==> config.mk <==
export PLATFORM = sky130hd
export DESIGN_NAME = coord_readout_ctrl_flat
export DESIGN_NICKNAME = d
export VERILOG_FILES = /design/src/rtl/coord_readout_pkg.sv /design/src/rtl/coord_readout_ctrl_if.sv /design/src/rtl/bin2bcd_seq.sv /design/src/rtl/coord_readout_ctrl.sv /design/src/flat_wrapper.sv
export SDC_FILE = /design/constraint.sdc
export NUM_CORES = 1
export LEC_CHECK = 0
export BUFFER_PORTS_ARGS = -buffer_cell sky130_fd_sc_hd__buf_2
export CAP_MARGIN = 25
export CORE_ASPECT_RATIO = 0.75
export CORE_UTILIZATION = 49
export DETAILED_ROUTE_END_ITERATION = 6
export PLACE_DENSITY_LB_ADDON = 0.3
export SYNTH_ARGS = -nofsm -noshare
export SYNTH_HDL_FRONTEND = slang
export SYNTH_SLANG_ARGS = --single-unit
==> constraint.sdc <==
create_clock -name Clk -period 1.8 [get_ports Clk]
set_input_delay 0.36 -clock Clk [delete_from_list [all_inputs] [get_ports Clk]]
set_output_delay 0.36 -clock Clk [all_outputs]
set_load 0.01 [all_outputs]
==> src/rtl/coord_readout_pkg.sv <==
// Shared definitions for the coordinate readout controller.
//   - FSM state encoding
//   - ASCII character constants and digit formatting helpers
//   - double-dabble iteration count and BCD vector type
package coord_readout_pkg;

    localparam int COORD_W    = 10;
    localparam int NUM_DIGITS = 3;
    localparam int NUM_ITER   = COORD_W;
    localparam int ITER_W     = 4;

    localparam logic [7:0] ASCII_ZERO  = 8'h30;
    localparam logic [7:0] ASCII_SPACE = 8'h20;
    localparam logic [7:0] ASCII_NINE  = ASCII_ZERO + 8'd9;

    typedef enum logic [1:0] {
        ST_IDLE,
        ST_CONV_X,
        ST_CONV_Y,
        ST_COMMIT
    } state_e;

    // Four BCD nibbles: [3]=thousands .. [0]=ones
    typedef logic [3:0][3:0] bcd4_t;

    typedef logic [8*NUM_DIGITS-1:0] chars_t;

    // A nonzero thousands digit means the value cannot be shown in three digits.
    function automatic logic bcd_overflow(input bcd4_t b);
        return (b[3] != 4'd0);
    endfunction

    // Packs {hundreds, tens, ones} ASCII codes; saturates to "999" on overflow.
    function automatic chars_t bcd_to_chars(input bcd4_t b);
        chars_t c;
        c = '0;
        for (int d = 0; d < NUM_DIGITS; d++) begin
            if (bcd_overflow(b)) begin
                c[8*d +: 8] = ASCII_NINE;
            end else begin
                c[8*d +: 8] = ASCII_ZERO + {4'h0, b[d]};
            end
        end
        return c;
    endfunction

endpackage

==> src/rtl/coord_readout_ctrl_if.sv <==
// Bus bundle between the readout controller and its user (video pipeline).
//   master: frame timing + coordinates + font lookup request; reads results
//   slave : the controller; drives characters, font address and status
interface coord_readout_ctrl_if;
    import coord_readout_pkg::*;

    logic                 frame_start;
    logic [COORD_W-1:0]   x_coordinate;
    logic [COORD_W-1:0]   y_coordinate;
    logic [2:0]           char_sel;
    logic [3:0]           font_row;
    logic [10:0]          font_addr;
    chars_t               x_chars;
    chars_t               y_chars;
    logic                 busy;
    logic                 done;
    logic [1:0]           sat;
    logic                 missed;

    modport master (
        output frame_start, x_coordinate, y_coordinate, char_sel, font_row,
        input  font_addr, x_chars, y_chars, busy, done, sat, missed
    );

    modport slave (
        input  frame_start, x_coordinate, y_coordinate, char_sel, font_row,
        output font_addr, x_chars, y_chars, busy, done, sat, missed
    );

endinterface

==> src/rtl/bin2bcd_seq.sv <==
// Sequential double-dabble binary-to-BCD engine, one iteration per step.
//   Clk, Reset : clock, synchronous active-high reset
//   load       : clear BCD accumulator and capture value (wins over step)
//   value      : binary value to convert
//   step       : perform one add-3-then-shift iteration
//   bcd        : BCD accumulator; while step is high it shows the post-step
//                value so the final iteration can be captured on the same edge
module bin2bcd_seq
    import coord_readout_pkg::*;
(
    input  logic               Clk,
    input  logic               Reset,
    input  logic               load,
    input  logic [COORD_W-1:0] value,
    input  logic               step,
    output bcd4_t              bcd
);

    logic [COORD_W-1:0] r_bin;
    bcd4_t              r_bcd;
    bcd4_t              w_adj;
    logic [15:0]        w_adj_flat;
    bcd4_t              w_stepped;

    genvar gi;
    generate
        for (gi = 0; gi < 4; gi++) begin : g_adj
            assign w_adj[gi] = (r_bcd[gi] >= 4'd5) ? r_bcd[gi] + 4'd3 : r_bcd[gi];
        end
    endgenerate

    assign w_adj_flat = w_adj;
    assign w_stepped  = {w_adj_flat[14:0], r_bin[COORD_W-1]};
    assign bcd        = step ? w_stepped : r_bcd;

    always_ff @(posedge Clk) begin
        if (Reset) begin
            r_bin <= '0;
            r_bcd <= '0;
        end else if (load) begin
            r_bin <= value;
            r_bcd <= '0;
        end else if (step) begin
            r_bin <= {r_bin[COORD_W-2:0], 1'b0};
            r_bcd <= w_stepped;
        end
    end

endmodule

==> src/rtl/coord_readout_ctrl.sv <==
// Coordinate readout controller: on each frame start, snapshots X/Y, converts
// them to decimal on one shared BCD engine (X then Y), and commits six ASCII
// codes at once. Also provides a registered font ROM address lookup.
//   Clk, Reset : clock, synchronous active-high reset
//   bus        : slave side of coord_readout_ctrl_if (frame_start, coordinates,
//                char_sel/font_row in; font_addr, x/y_chars, busy, done, sat,
//                missed out)
module coord_readout_ctrl
    import coord_readout_pkg::*;
(
    input  logic               Clk,
    input  logic               Reset,
    coord_readout_ctrl_if.slave bus
);

    state_e             r_state;
    state_e             w_state_next;
    logic [ITER_W-1:0]  r_iter;
    logic               w_last_iter;

    logic               w_load;
    logic               w_step;
    logic [COORD_W-1:0] w_load_value;
    logic               w_latch_x;
    logic               w_commit;
    bcd4_t              w_bcd;

    // The engine's binary register serves as the X snapshot; Y waits here.
    logic [COORD_W-1:0] r_snap_y;
    bcd4_t              r_x_bcd;
    chars_t             r_x_chars;
    chars_t             r_y_chars;
    logic [1:0]         r_sat;
    logic               r_done;
    logic               r_missed;
    logic [10:0]        r_font_addr;

    logic [6:0]         w_slot [8];
    logic [6:0]         w_code7;

    bin2bcd_seq u_bin2bcd (
        .Clk   (Clk),
        .Reset (Reset),
        .load  (w_load),
        .value (w_load_value),
        .step  (w_step),
        .bcd   (w_bcd)
    );

    assign w_last_iter = (r_iter == ITER_W'(NUM_ITER - 1));

    always_ff @(posedge Clk) begin
        if (Reset) begin
            r_state <= ST_IDLE;
        end else begin
            r_state <= w_state_next;
        end
    end

    always_comb begin
        w_state_next = r_state;
        w_load       = 1'b0;
        w_step       = 1'b0;
        w_load_value = bus.x_coordinate;
        w_latch_x    = 1'b0;
        w_commit     = 1'b0;
        case (r_state)
            ST_IDLE: begin
                if (bus.frame_start) begin
                    w_load       = 1'b1;
                    w_state_next = ST_CONV_X;
                end
            end
            ST_CONV_X: begin
                w_step = 1'b1;
                if (w_last_iter) begin
                    // Last X iteration: capture post-step BCD and reload with Y together.
                    w_latch_x    = 1'b1;
                    w_load       = 1'b1;
                    w_load_value = r_snap_y;
                    w_state_next = ST_CONV_Y;
                end
            end
            ST_CONV_Y: begin
                w_step = 1'b1;
                if (w_last_iter) begin
                    w_state_next = ST_COMMIT;
                end
            end
            ST_COMMIT: begin
                w_commit     = 1'b1;
                w_state_next = ST_IDLE;
            end
            default: w_state_next = ST_IDLE;
        endcase
    end

    always_ff @(posedge Clk) begin
        if (Reset) begin
            r_iter    <= '0;
            r_snap_y  <= '0;
            r_x_bcd   <= '0;
            r_x_chars <= {NUM_DIGITS{ASCII_ZERO}};
            r_y_chars <= {NUM_DIGITS{ASCII_ZERO}};
            r_sat     <= 2'b00;
            r_done    <= 1'b0;
            r_missed  <= 1'b0;
        end else begin
            if (w_step && !w_last_iter) begin
                r_iter <= r_iter + 1'b1;
            end else begin
                r_iter <= '0;
            end
            if (r_state == ST_IDLE && bus.frame_start) begin
                r_snap_y <= bus.y_coordinate;
            end
            if (r_state != ST_IDLE && bus.frame_start) begin
                r_missed <= 1'b1;
            end
            if (w_latch_x) begin
                r_x_bcd <= w_bcd;
            end
            // Engine is idle in COMMIT, so w_bcd is the finished Y result.
            if (w_commit) begin
                r_x_chars <= bcd_to_chars(r_x_bcd);
                r_y_chars <= bcd_to_chars(w_bcd);
                r_sat     <= {bcd_overflow(w_bcd), bcd_overflow(r_x_bcd)};
            end
            r_done <= w_commit;
        end
    end

    // Character slot table; ASCII codes fit in 7 bits for the font ROM.
    genvar gi;
    generate
        for (gi = 0; gi < NUM_DIGITS; gi++) begin : g_slots
            assign w_slot[gi]              = r_x_chars[8*(NUM_DIGITS-1-gi) +: 7];
            assign w_slot[gi + NUM_DIGITS] = r_y_chars[8*(NUM_DIGITS-1-gi) +: 7];
        end
        for (gi = 2*NUM_DIGITS; gi < 8; gi++) begin : g_blank
            assign w_slot[gi] = ASCII_SPACE[6:0];
        end
    endgenerate

    assign w_code7 = w_slot[bus.char_sel];

    // Reads committed registers, so a lookup on the commit edge sees old text.
    always_ff @(posedge Clk) begin
        if (Reset) begin
            r_font_addr <= '0;
        end else begin
            r_font_addr <= {w_code7, bus.font_row};
        end
    end

    assign bus.font_addr = r_font_addr;
    assign bus.x_chars   = r_x_chars;
    assign bus.y_chars   = r_y_chars;
    assign bus.busy      = (r_state != ST_IDLE);
    assign bus.done      = r_done;
    assign bus.sat       = r_sat;
    assign bus.missed    = r_missed;

endmodule

==> src/flat_wrapper.sv <==
// flat-port wrapper written by rule: the top's interface ports become plain ports
module coord_readout_ctrl_flat import coord_readout_pkg::*;
  (Clk, Reset, bus_frame_start, bus_x_coordinate, bus_y_coordinate, bus_char_sel, bus_font_row, bus_font_addr, bus_x_chars, bus_y_chars, bus_busy, bus_done, bus_sat, bus_missed);
  coord_readout_ctrl_if bus_i ();
  input  logic Clk;
  input  logic Reset;
  input wire logic [$bits(bus_i.frame_start)-1:0] bus_frame_start;
  input wire logic [$bits(bus_i.x_coordinate)-1:0] bus_x_coordinate;
  input wire logic [$bits(bus_i.y_coordinate)-1:0] bus_y_coordinate;
  input wire logic [$bits(bus_i.char_sel)-1:0] bus_char_sel;
  input wire logic [$bits(bus_i.font_row)-1:0] bus_font_row;
  output wire logic [$bits(bus_i.font_addr)-1:0] bus_font_addr;
  output wire logic [$bits(bus_i.x_chars)-1:0] bus_x_chars;
  output wire logic [$bits(bus_i.y_chars)-1:0] bus_y_chars;
  output wire logic [$bits(bus_i.busy)-1:0] bus_busy;
  output wire logic [$bits(bus_i.done)-1:0] bus_done;
  output wire logic [$bits(bus_i.sat)-1:0] bus_sat;
  output wire logic [$bits(bus_i.missed)-1:0] bus_missed;
  assign bus_i.frame_start = bus_frame_start;
  assign bus_i.x_coordinate = bus_x_coordinate;
  assign bus_i.y_coordinate = bus_y_coordinate;
  assign bus_i.char_sel = bus_char_sel;
  assign bus_i.font_row = bus_font_row;
  assign bus_font_addr = bus_i.font_addr;
  assign bus_x_chars = bus_i.x_chars;
  assign bus_y_chars = bus_i.y_chars;
  assign bus_busy = bus_i.busy;
  assign bus_done = bus_i.done;
  assign bus_sat = bus_i.sat;
  assign bus_missed = bus_i.missed;
  coord_readout_ctrl u_core (.Clk(Clk), .Reset(Reset), .bus(bus_i));
endmodule
Word-level counts from Yosys, hierarchy flattened
Cells that the tools add are included.

Register bits after elaboration: 121. Latch bits: 0. RAM bits: 0. ROM bits: 0. Output and inout port bits: 64. Logic and storage cells: 84. Memories: 0.

Add/sub/neg operators: 11. Multiply operators: 0. Divide/modulo/power cells: 0. Magnitude comparators: 5. Eq/ne operators: 7. Shifts and indexed selects: 0. Multiplexer cells: 28. Bitwise operators: 2. Reduce and logical (&&, ||, !) cells: 13.

Operators with widths (count): $mux 8 (6); $add 6x4->7 const A (6); $mux 10 (4); $bmux 7 s3 (1); $ge 4x3->1 const B (4); $mux 16 (1); $mux 7 (2); $add 4x2->4 const B (3); $mux 4 (3); $pmux 2 s4 (1); $reduce_bool 4->1 (2); $mux 2 (3); $reduce_or 2->1 (3); $mux 1 (5); $add 4x1->4 const B (1); $eq 2x2->1 const B (2); $eq 4x4->1 const B (1); $ge 4x4->1 const B (1); $ne 2x1->1 const B (2); $not 3->4 (1); $reduce_bool 2->1 (2); $add 3x2->3 const B (1); $logic_and 1x1->1 (3); $mux 3 (1); other kinds (7) (7).

Longest topological paths before layout
Gate-level depths: netlist (run 1).

Word-level depth: 6. Mapped depth: 9. Gate-level depth less buffers: 7.

Modules after synthesis
Synthesis (run 1) repeated with hierarchy kept, for this count alone.

Cells, all modules: 514. Area, all modules: 4604.4 um^2.

Modules (own cells, without submodules): coord_readout_ctrl (instances 1, cells each 337, area each 3039.2 um^2, sequential area each 1401.3 um^2); bin2bcd_seq (instances 1, cells each 177, area each 1565.3 um^2, sequential area each 520.5 um^2).

Worst setup path after synthesis (run 1)
OpenSTA, ideal clock, no wires.

Path type: flip-flop to flip-flop. From: reg u_core.r_state[0]. To: reg u_core.r_y_chars[0] (netlist: u_core.bus.y_chars[0]). Library setup time: 0.143 ns. Arrival time: 1.796 ns. Setup slack: -0.139 ns. Cell stages (with the launch flop): 9. Period minus slack after synthesis: 1.939 ns. Cell sequence: dfxtp_1 inv_1 ha_1 buf_2 a22o_1 a221oi_2 and4_1 buf_6 a211oi_2.

Longest elaborated chain between the ends: 6. Elaborated cells on any way between the ends: 10.

RTL lines: from (decl) (RTL line coord_readout_ctrl.sv:16) `state_e r_state;`; from (signal assigned) (RTL line coord_readout_ctrl.sv:56) `r_state <= w_state_next;`; $eq 2x1->1 / $eq 2x2->1 (equally long branches) (RTL line coord_readout_ctrl.sv:67) `case (r_state)`; $reduce_or 2->1 (no source line); $mux 1 (RTL line coord_readout_ctrl.sv:67); $mux 16; $add 6x4->7 / $reduce_bool 4->1 (equally long branches) (RTL line coord_readout_pkg.sv:41, coord_readout_pkg.sv:30); $mux 8 (RTL line coord_readout_pkg.sv:38) `if (bcd_overflow(b)) begin`; to (signal assigned) (RTL line coord_readout_ctrl.sv:104) `r_y_chars <= {NUM_DIGITS{ASCII_ZERO}};`; to (signal assigned) (RTL line coord_readout_ctrl.sv:126) `r_y_chars <= bcd_to_chars(w_bcd);`; to (decl) (RTL line coord_readout_ctrl.sv:32) `chars_t r_y_chars;`.

Several ways; a longest one is shown, not always the timed one. A chain may end at the register's enable or synchronous reset.

Final worst setup path (run 1)
From: reg u_core.r_state[1]. To: reg u_core.r_y_chars[0] (netlist: u_core.bus.y_chars[0]).

Same word-level chain as after synthesis.

==> results of run 1 <==
==> registers in the layout, summed over array words and instances (netlist names) <==
register	flops
u_core.bus.font_addr	10
u_core.r_state	2
u_core.u_bin2bcd.r_bcd	16
u_core.r_iter	4
u_core.bus.y_chars	12
u_core.bus.x_chars	12
u_core.r_x_bcd	16
u_core.bus.done	1
u_core.bus.sat	2
u_core.bus.missed	1
u_core.u_bin2bcd.r_bin	10
u_core.r_snap_y	10
==> area by class of cell <==
class	count	area share, %
Inverter	15	1.064
Clock inverter	5	1.562
Timing Repair Buffer	112	12.95
Multi-Input combinational cell	337	42.62
Sequential cell	96	34.96
Clock buffer	11	4.393
Tap cell	108	2.446
==> cells in the mapped netlist <==
library cell,number
a2111oi_2,2
a21o_1,2
xor2_1,1
mux2i_1,30
ha_1,15
and3b_1,1
dfxtp_1,96
nand4_2,1
nand3b_1,7
mux4_2,4
inv_1,13
and3_1,7
buf_2,9
o211ai_1,10
xnor2_1,6
a221oi_2,1
or3_1,1
nor3_4,1
clkinv_1,1
a311oi_2,1
nand2b_4,1
and4_1,2
nand3_1,12
nor3b_1,1
a21oi_1,36
a22o_1,1
buf_1,2
o22ai_1,1
conb_1,2
buf_4,25
a211oi_1,18
o31ai_2,6
clkbuf_1,17
nand2_1,50
nor2_1,63
nor3_2,2
nor2b_1,5
o21ai_0,8
o41ai_2,1
buf_6,1
nor3_1,2
a211oi_2,6
nand2b_1,4
inv_2,1
and2_1,3
==> metal layers <==
metal	up-vias	wire length, um	part of all wire, %
met4	0	118	1.1
met1	1678	4789	45
met3	11	581	5.5
met5	-	0	0
li1	1796	-	-
met2	98	5048	48
==> worst max path at each step <==
stage          slack [ns]                      start                      to
2_1_floorplan       -0.03          u_core.r_state[0]   u_core.bus.y_chars[0]
3_3_place_gp        -0.03  u_core.u_bin2bcd.r_bcd[9]   u_core.bus.y_chars[0]
3_5_place_dp        -0.14  u_core.u_bin2bcd.r_bcd[9]  u_core.bus.y_chars[18]
4_1_cts            -0.009          u_core.r_state[1]   u_core.bus.y_chars[0]
5_1_grt             -0.14          u_core.r_state[0]  u_core.bus.y_chars[19]
6_report            -0.06          u_core.r_state[1]   u_core.bus.y_chars[0]
==> power breakdown <==
group          internal [W]  total (W)  switching, W
Combinational      0.000806    0.00190       0.00109
Clock               0.00127    0.00210      0.000831
Sequential          0.00230    0.00241      0.000106
==> logic make-up (layout without fill, tap and decap cells) <==
logic type | Yosys count | count (layout) | synth area share (%)
simple gates | 163 | 163 | 17.48
buf+inv | 69 | 143 | 8.454
fa+ha+maj | 15 | 15 | 4.270
flops | 96 | 96 | 43.72
compound gates | 93 | 93 | 15.63
xor+xnor | 7 | 7 | 1.395
other cells | 2 | 25 | 0.1709
mux | 34 | 34 | 8.881
==> timing repair <==
action,4_1_cts,5_1_grt
endpoints found under the setup margin,13,33
hold buffers,0,0
buffers inserted,9,2
gates resized for setup,20,21
endpoints found under the hold margin,0,0
pin swaps,13,11
==> through the flow <==
step | setup WS (ns) | std cells | hold WS [ns] | total power (W)
after global routing | -0.1423 | 684 | 0.2146 | 0.006737
after detailed placement | -0.1447 | 657 | 0.4481 | 0.004093
after CTS | -0.009109 | 682 | 0.2114 | 0.006318
final | -0.05907 | 684 | 0.2180 | 0.006405
after global placement | -0.03495 | 657 | 0.4403 | 0.004041
after floorplan | -0.03448 | 502 | 0.4316 | 0.003620
==> flow_summary_export.csv, run 1 <==
group,metric,value,unit
status,status,"finished with violations",
status,violations,"design-rule violations, negative setup slack",
drt,viasPerCell,5.238,
sta,slew_headroom,59.65,%
clock_tree,cts_buffers,9,
finish,drive_gt1_share,31.77,%
worst_hold_path,hold_depth,2,
synth,seq_area_frac_synth,43.72,%
sta,finalHoldViolCount,0,
drt,drt_pass1_iterations,7,
finish,area_growth,25.70,%
finish,antenna_cells,0,
global_route,grt_max_degree,62,
critical_path,critPathMaxStageDelay,0.33,ns
worst_hold_path,worst_hold_path.endpoint,"u_core.bus.font_addr[2]",
global_route,grtUsageMet3,6.391,%
global_route,grt_use_met2,35.11,%
sta,tightest_slew,0.6031,ns
synth,synth-seq-cells,96,
finish,final_cell_mix,"dfxtp_1 (88), buf_2 (68), nor2_1 (62)",
flow_run,drv_cap,0,
critical_path,r2r-start,"u_core.r_state[1]",
sta,period_minus_slack,1.859,ns
finish,final_nets,616,
drt,drtAntennaViolNets,0,
floorplanning,dieArea,9357,um2
synth,yosysUniqueCellTypes,45,
critical_path,cp_top_family,"simple AND/OR/NAND/NOR gates",
clock_tree,cts_max_level,3,
synth,syn-instance-count,479,
drt,drc,20,
clock_tree,cts.clk_slew.worst_paths,0.07,ns
global_route,grt_antenna_before_repair,0,
worst_hold_path,min-delay-start,"bus_font_row[2]",
floorplanning,die_h,84.02,um
drt,wl_per_cell,15.40,um
power,leakagePower,2.307,nW
finish,regArea,1932,um2
power,powerDensity,1159,nW/um2
synth,syn_area_per_cell,9.176,um2
synth,synth.largest_area_cell,"dfxtp_1",
global_route,grt_busiest_layer,"met2",
finish,multiInputGateArea,2355,um2
sta,skew,0.009122,ns
finish,layout.cells.most_common,"dfxtp_1",
power,peakVddDrop,596.3,uV
sta,setup_ws,-0.05907,ns
worst_hold_path,hp-class,"in2reg",
synth,synthesis.area,4395,um2
critical_path,critPathArrivalTime,2.09,ns
finish,fin_area,5525,um2
clock_tree,max-clock-path-buffers,2,
global_route,grt_use_met1,30.99,%
drt,drt-initial-drc-count,346,
floorplanning,ios,94,
synth,ys_warn_count,0,
synth,synth.area.top_cells,"dfxtp_1 (44%), mux2i_1 (6.8%), nor2_1 (5.4%), buf_4 (4.3%), ha_1 (4.3%)",
sta,rsz0062_at_grt,"yes",
floorplanning,initial_utilization,51.33,%
critical_path,path_depth,9,
global_route,grt_use_total,22.99,%
critical_path,reg2reg_slack,-0.06,ns
sta,fin_crit_sh,103.3,%
floorplanning,die_w,111.4,um
finish,final_core_util,64.52,%
critical_path,cp_cell_sequence,"inv_2 -> ha_4 -> buf_6 -> o21ai_1 -> a21oi_2 -> and2_4 -> and4_1 -> buf_6 -> a211oi_2",
placement,finalWeightedCongestion,0.8554,
placement,dp_hpwl,7.056,mm
critical_path,rr_endpoint,"u_core.bus.y_chars[0]",
critical_path,required,2.03,ns
drt,vias,3583,
global_route,grt_pass1_wl,16.77,mm
drt,wirelength,10.54,mm
critical_path,cpMostUsedCell,"buf_6",
clock_tree,cts_tree,"done",
floorplanning,core-area,8563,um2
critical_path,critPathMaxFanout,7,
global_route,grt_overflow,0,
critical_path,worst-setup-path-type,"reg2reg",
sta,slew_viol_final,0,
critical_path,crit_buf_inv,3,
critical_path,end_kind,"flop",
sta,tns,-0.4045,ns
clock_tree,cts-root-buf,"clkbuf_16",
finish,fillerInstances,698,
clock_tree,cts.sink_count,96,
synth,synth_top_area_share,43.72,%
placement,numPortBuffers,68,
sta,finalSetupViolCount,9,
clock_tree,clk_latency,0.35,ns
floorplanning,rows,29,
placement,dpl_cell_area,4930,um2
critical_path,slowest_stage,"dfxtp_2",
critical_path,startpoint_type,"flop",
global_route,grt_pass1_vias,3371,
sta,fmax,537.9,MHz
critical_path,r2r_cells,9,
Power figures use the tool's default switching activity.
==> run 2, diff against run 1 <==
--- a/config.mk
+++ b/config.mk
@@ -11,6 +11,7 @@
 export CORE_UTILIZATION = 49
 export DETAILED_ROUTE_END_ITERATION = 6
 export PLACE_DENSITY_LB_ADDON = 0.3
+export SKIP_CTS_REPAIR_TIMING = 1
 export SYNTH_ARGS = -nofsm -noshare
 export SYNTH_HDL_FRONTEND = slang
 export SYNTH_SLANG_ARGS = --single-unit
==> flow_summary_export.csv, run 2 (same netlist as run 1, synthesis figures left out) <==
group,metric,value,unit
power,switchingPower,0.002018,W
critical_path,critPathMaxStageDelay,0.39,ns
drt,drt_pass1_iterations,7,
clock_tree,cts_buffers,9,
status,status,"finished with violations",
placement,dp_hpwl,7.056,mm
finish,drive_gt1_share,31.06,%
sta,finalSetupViolCount,14,
clock_tree,cts.clk_slew.worst_paths,0.07,ns
global_route,grt_pass1_wl,16.12,mm
clock_tree,cts_max_level,3,
sta,slew_viol_final,0,
critical_path,required,2.06,ns
power,leakagePower,2.291,nW
worst_hold_path,hp-class,"in2reg",
sta,setup_ws,-0.08042,ns
finish,fillerInstances,697,
sta,holdWs,0.2222,ns
floorplanning,die_w,111.4,um
sta,tightest_slew,0.5992,ns
finish,area_growth,24.74,%
global_route,grt_pass1_vias,3287,
power,peakVddDrop,589.5,uV
power,powerDensity,1167,nW/um2
finish,fin_area,5483,um2
finish,final_nets,613,
floorplanning,dieArea,9357,um2
global_route,grt_overflow,0,
sta,skew,0.008163,ns
sta,fin_crit_sh,104.5,%
critical_path,critPathArrivalTime,2.14,ns
placement,finalWeightedCongestion,0.8554,
power,p_seq_share,37.7,%
floorplanning,die_h,84.02,um
status,violations,"design-rule violations, negative setup slack",
power,sw_frac_of_total,31.55,%
critical_path,startpoint_type,"flop",
finish,reg_top3,"u_core.r_x_bcd: 16 flops, u_core.u_bin2bcd.r_bcd: 16 flops",
finish,antenna_cells,0,
global_route,grt_max_degree,62,
drt,drt-initial-drc-count,291,
critical_path,cp_cell_sequence,"inv_4 -> ha_4 -> buf_6 -> nor2_4 -> a311oi_4 -> nand4_4 -> o31ai_2",
placement,dpl_cell_area,4930,um2
floorplanning,ios,94,
drt,drc,20,
critical_path,slowest_stage,"a311oi_4",
floorplanning,rows,29,
power,pwr-share-comb,29.3,%
finish,final_core_util,64.03,%
power,clkPwrFrac,32.9,%
sta,finalHoldViolCount,0,
clock_tree,cts.sink_count,96,
drt,drtAntennaViolNets,0,
sta,fmax,531.8,MHz
placement,numPortBuffers,68,
power,intPower,0.004379,W
sta,slew_headroom,59.92,%
finish,final_cell_mix,"dfxtp_1 (89), buf_2 (68), nor2_1 (62)",
clock_tree,max-clock-path-buffers,2,
floorplanning,core-area,8563,um2
global_route,grt_antenna_before_repair,0,
flow_run,drv_cap,0,
critical_path,worst-setup-path-type,"reg2reg",
drt,viasPerCell,5.241,
clock_tree,cts-root-buf,"clkbuf_16",
critical_path,end_kind,"flop",
global_route,grt_use_total,22.13,%
floorplanning,initial_utilization,51.33,%
drt,vias,3569,
clock_tree,cts_tree,"done",
sta,rsz0062_at_grt,"yes",
finish,layout.cells.most_common,"dfxtp_1",
critical_path,critPathMaxFanout,6,
power,power,0.006397,W
sta,period_minus_slack,1.880,ns
drt,wirelength,10.38,mm
drt,wl_per_cell,15.23,um
clock_tree,clk_latency,0.35,ns
-- run 2: cell count changes in the layout (fill, tap and decap cells not counted), sizes merged --
| cell | before | now |
|---|---|---|
| buf | 112 | 109 |
-- run 2: power groups by stage --
stage	Clock [W]	Sequential [W]	Combinational (W)
global placement	0	0.00244	0.00160
detailed placement	0	0.00245	0.00164
CTS	0.00215	0.00241	0.00165
global route	0.00224	0.00243	0.00207
floorplan	0	0.00245	0.00117
finish	0.00211	0.00241	0.00188
-- run 2: routing by layer --
layer / part of all wire (%) / routed length (um) / global-route usage [%]
met5: 0 / 0 / 0
met4: 0.67 / 70 / 6.880
met3: 5.5 / 571 / 6.028
met2: 47 / 4924 / 34.03
met1: 46 / 4808 / 30.17
-- run 2: worst paths after layout --
kind | startpoint | endpoint | slack [ns] | cells after the start
setup reg to reg | u_core.r_state[1] | u_core.bus.y_chars[9] | -0.08 | 7
hold / removal | bus_font_row[2] | u_core.bus.font_addr[2] | 0.22 | 2
hold reg to reg | u_core.u_bin2bcd.r_bin[1] | u_core.u_bin2bcd.r_bin[1] | 0.46 | 2
setup / recovery | u_core.r_state[1] | u_core.bus.y_chars[9] | -0.08 | 7
-- run 2: layout make-up --
class / count / area (um2) / share of cell area [%]
clock inverters: 5 / 86.33 / 1.575
well taps: 108 / 135.1 / 2.465
flip-flops and latches: 96 / 1931 / 35.21
repair buffers: 109 / 693.2 / 12.64
clock buffers: 11 / 242.7 / 4.427
multi-input cells: 337 / 2336 / 42.61
inverters: 15 / 58.81 / 1.073
-- run 2: metrics by stage --
step	setup slack [ns]	std cells	setup TNS (ns)
3_3_place_gp	-0.03495	657	-0.2642
5_1_grt	-0.1638	681	-1.854
3_5_place_dp	-0.1447	657	-1.378
2_1_floorplan	-0.03448	502	-0.2138
6_report	-0.08042	681	-0.6116
4_1_cts	-0.1593	673	-1.511
-- run 2: critical path, delay by kind of cell, from the launching register on --
family                   cells  cell delay, ns
AO/OA/AOI/OAI                2            0.68
adder cells (fa/ha/maj)      1            0.30
buffers and inverters        2            0.18
flip-flops                   1            0.36
AND/OR/NAND/NOR              2            0.28
==> run 3, diff against run 2 <==
--- a/config.mk
+++ b/config.mk
@@ -5,13 +5,15 @@
 export SDC_FILE = /design/constraint.sdc
 export NUM_CORES = 1
 export LEC_CHECK = 0
+export ABC_AREA = 1
 export BUFFER_PORTS_ARGS = -buffer_cell sky130_fd_sc_hd__buf_2
 export CAP_MARGIN = 25
 export CORE_ASPECT_RATIO = 0.75
-export CORE_UTILIZATION = 49
+export CORE_UTILIZATION = 50
 export DETAILED_ROUTE_END_ITERATION = 6
 export PLACE_DENSITY_LB_ADDON = 0.3
 export SKIP_CTS_REPAIR_TIMING = 1
 export SYNTH_ARGS = -nofsm -noshare
 export SYNTH_HDL_FRONTEND = slang
+export SYNTH_HIERARCHICAL = 1
 export SYNTH_SLANG_ARGS = --single-unit
==> flow_summary_export.csv, run 3 <==
group,metric,value,unit
global_route,grt_use_total,22.54,%
clock_tree,cts_buffers,9,
critical_path,critPathMaxStageDelay,0.32,ns
placement,finalWeightedCongestion,0.9082,
synth,yosysUniqueCellTypes,33,
global_route,grt_overflow,0,
clock_tree,cts.clk_slew.worst_paths,0.07,ns
synth,synth.largest_area_cell,"dfxtp_1",
drt,drtAntennaViolNets,0,
placement,dpl_cell_area,5119,um2
flow_run,drv_cap,0,
power,leakagePower,2.633,nW
finish,reg_top3,"u_core/r_x_bcd: 16 flops, u_core/u_bin2bcd/r_bcd: 16 flops",
critical_path,critPathArrivalTime,1.98,ns
floorplanning,rows,30,
synth,synth-seq-cells,96,
worst_hold_path,hp-class,"in2reg",
drt,drc,0,
critical_path,cp_cell_sequence,"inv_1 -> ha_4 -> nand2_1 -> inv_2 -> nor2_1 -> a22oi_2 -> inv_2 -> nor2_4 -> nand2_4 -> nand2_4 -> inv_4 -> nor2_1",
synth,synth_top_area_share,40.51,%
finish,drive_gt1_share,23.93,%
power,peakVddDrop,856.9,uV
placement,numPortBuffers,68,
critical_path,required,2.07,ns
sta,skew,0.007102,ns
finish,area_growth,15.43,%
finish,fillerInstances,832,
synth,ys_top_cells_by_count,"nand2_1 (150), dfxtp_1 (96), inv_1 (74), nor2_1 (66), a21oi_1 (49)",
critical_path,critPathMaxFanout,6,
critical_path,crit_buf_inv,4,
floorplanning,ios,94,
finish,fin_area,5477,um2
critical_path,end_kind,"flop",
floorplanning,die_w,114.5,um
global_route,grt_antenna_before_repair,0,
drt,drt-initial-drc-count,375,
power,powerDensity,1506,nW/um2
synth,syn-instance-count,653,
finish,final_cell_mix,"nand2_1 (147), dfxtp_1 (92), inv_1 (69)",
drt,vias,4232,
synth,ys_warn_count,6,
placement,dp_hpwl,7.702,mm
sta,period_minus_slack,1.703,ns
clock_tree,clk_latency,0.34,ns
sta,finalHoldViolCount,0,
finish,regArea,1927,um2
finish,final_nets,768,
synth,seq_area_frac_synth,40.51,%
finish,antenna_cells,0,
synth,synthesis.area,4745,um2
synth,synth-edff-count,0,
sta,fin_crit_sh,94.64,%
critical_path,startpoint_type,"flop",
sta,fmax,587.0,MHz
finish,layout.cells.most_common,"nand2_1",
floorplanning,initial_utilization,52.02,%
clock_tree,cts_tree,"done",
critical_path,reg2reg_slack,0.1,ns
floorplanning,die_h,86.36,um
finish,multiInputGateArea,2281,um2
synth,synth.area.top_cells,"dfxtp_1 (41%), nand2_1 (12%), inv_1 (5.9%), nor2_1 (5.2%), a21oi_1 (5.2%)",
floorplanning,dieArea,9886,um2
clock_tree,cts-root-buf,"clkbuf_16",
synth,synthMostInstantiatedCell,"nand2_1",
power,power,0.008246,W
drt,wirelength,10.58,mm
synth,syn_area_per_cell,7.266,um2
clock_tree,max-clock-path-buffers,2,
sta,finalSetupViolCount,0,
clock_tree,cts_max_level,3,
drt,wl_per_cell,12.37,um
clock_tree,cts.sink_count,96,
drt,viasPerCell,4.950,
critical_path,cp_top_family,"simple AND/OR/NAND/NOR gates",
critical_path,worst-setup-path-type,"reg2reg",
global_route,grt_max_degree,34,
synth,synth_flop_cell,"dfxtp_1",
global_route,grt_pass1_vias,3764,
drt,drt_pass1_iterations,6,
critical_path,slowest_stage,"dfxtp_2",
floorplanning,core-area,9121,um2
sta,slew_viol_final,0,
synth,async_reset_ff_share,0,%
status,status,"complete, no violations",
global_route,grt_pass1_wl,17.51,mm
## run 3: path summary, 6_finish.rpt
kind	to	cells past startpoint	startpoint
setup / recovery	u_core/bus.y_chars[17]	12	u_core/r_state[0]
hold / removal	u_core/bus.font_addr[8]	2	bus_char_sel[2]
setup reg to reg	u_core/bus.y_chars[17]	12	u_core/r_state[0]
hold reg to reg	u_core/r_x_bcd[0]	2	u_core/r_x_bcd[0]
## run 3: metal layers
layer	global-route usage, %	vias up	part of all wire [%]
li1	-	2161	-
met1	31.68	1934	48
met2	33.94	124	44
met3	5.175	13	5.9
met4	7.910	0	1.6
met5	0	-	0
## run 3: cell families (layout without fill, tap and decap cells)
group	Yosys count	count (layout)	share of synthesized area, %
fa+ha+maj	15	15	3.956
compound gates	124	124	15.22
simple gates	278	278	25.16
other cells	2	25	0.1583
buf+inv	137	188	14.82
xor+xnor	1	1	0.1846
flops	96	96	40.51
## run 3: where the power goes
group	leakage [nW]	total [W]	internal, W	switching, W
registers	0.785	0.00285	0.00256	0.000290
logic	1.71	0.00359	0.00135	0.00225
clock network	0.142	0.00180	0.00101	0.000797
total	2.63	0.00825	0.00491	0.00333
## run 3: metrics by stage
| step | cells | worst slack [ns] | util (%) | hold slack, ns | TNS [ns] |
|---|---|---|---|---|---|
| after floorplan | 676 | 0.05052 | - | 0.4284 | 0 |
| after CTS | 854 | -0.09425 | 59.19 | 0.2042 | -0.3618 |
| final | 855 | 0.09652 | 60.04 | 0.2099 | 0 |
| after global placement | 839 | 0.04824 | 56.12 | 0.4444 | 0 |
| after global routing | 855 | -0.01088 | 60.04 | 0.2102 | -0.01507 |
| after detailed placement | 839 | -0.07072 | 56.12 | 0.4509 | -0.2067 |
## run 3: area by class of cell
type | instances | share of cell area, %
Clock buffer | 11 | 4.615
Sequential cell | 96 | 35.18
Inverter | 84 | 5.803
Clock inverter | 4 | 0.5026
Multi-Input combinational cell | 443 | 41.65
Tap cell | 128 | 2.924
Timing Repair Buffer | 89 | 9.321
## run 3: worst reg2reg max path, delay by kind of cell, from the launching register on
family | cells | cell delay [ns]
adder cells (fa/ha/maj) | 1 | 0.31
AND/OR/NAND/NOR | 6 | 0.54
buffers and inverters | 4 | 0.26
flip-flops | 1 | 0.32
AO/OA/AOI/OAI | 1 | 0.19
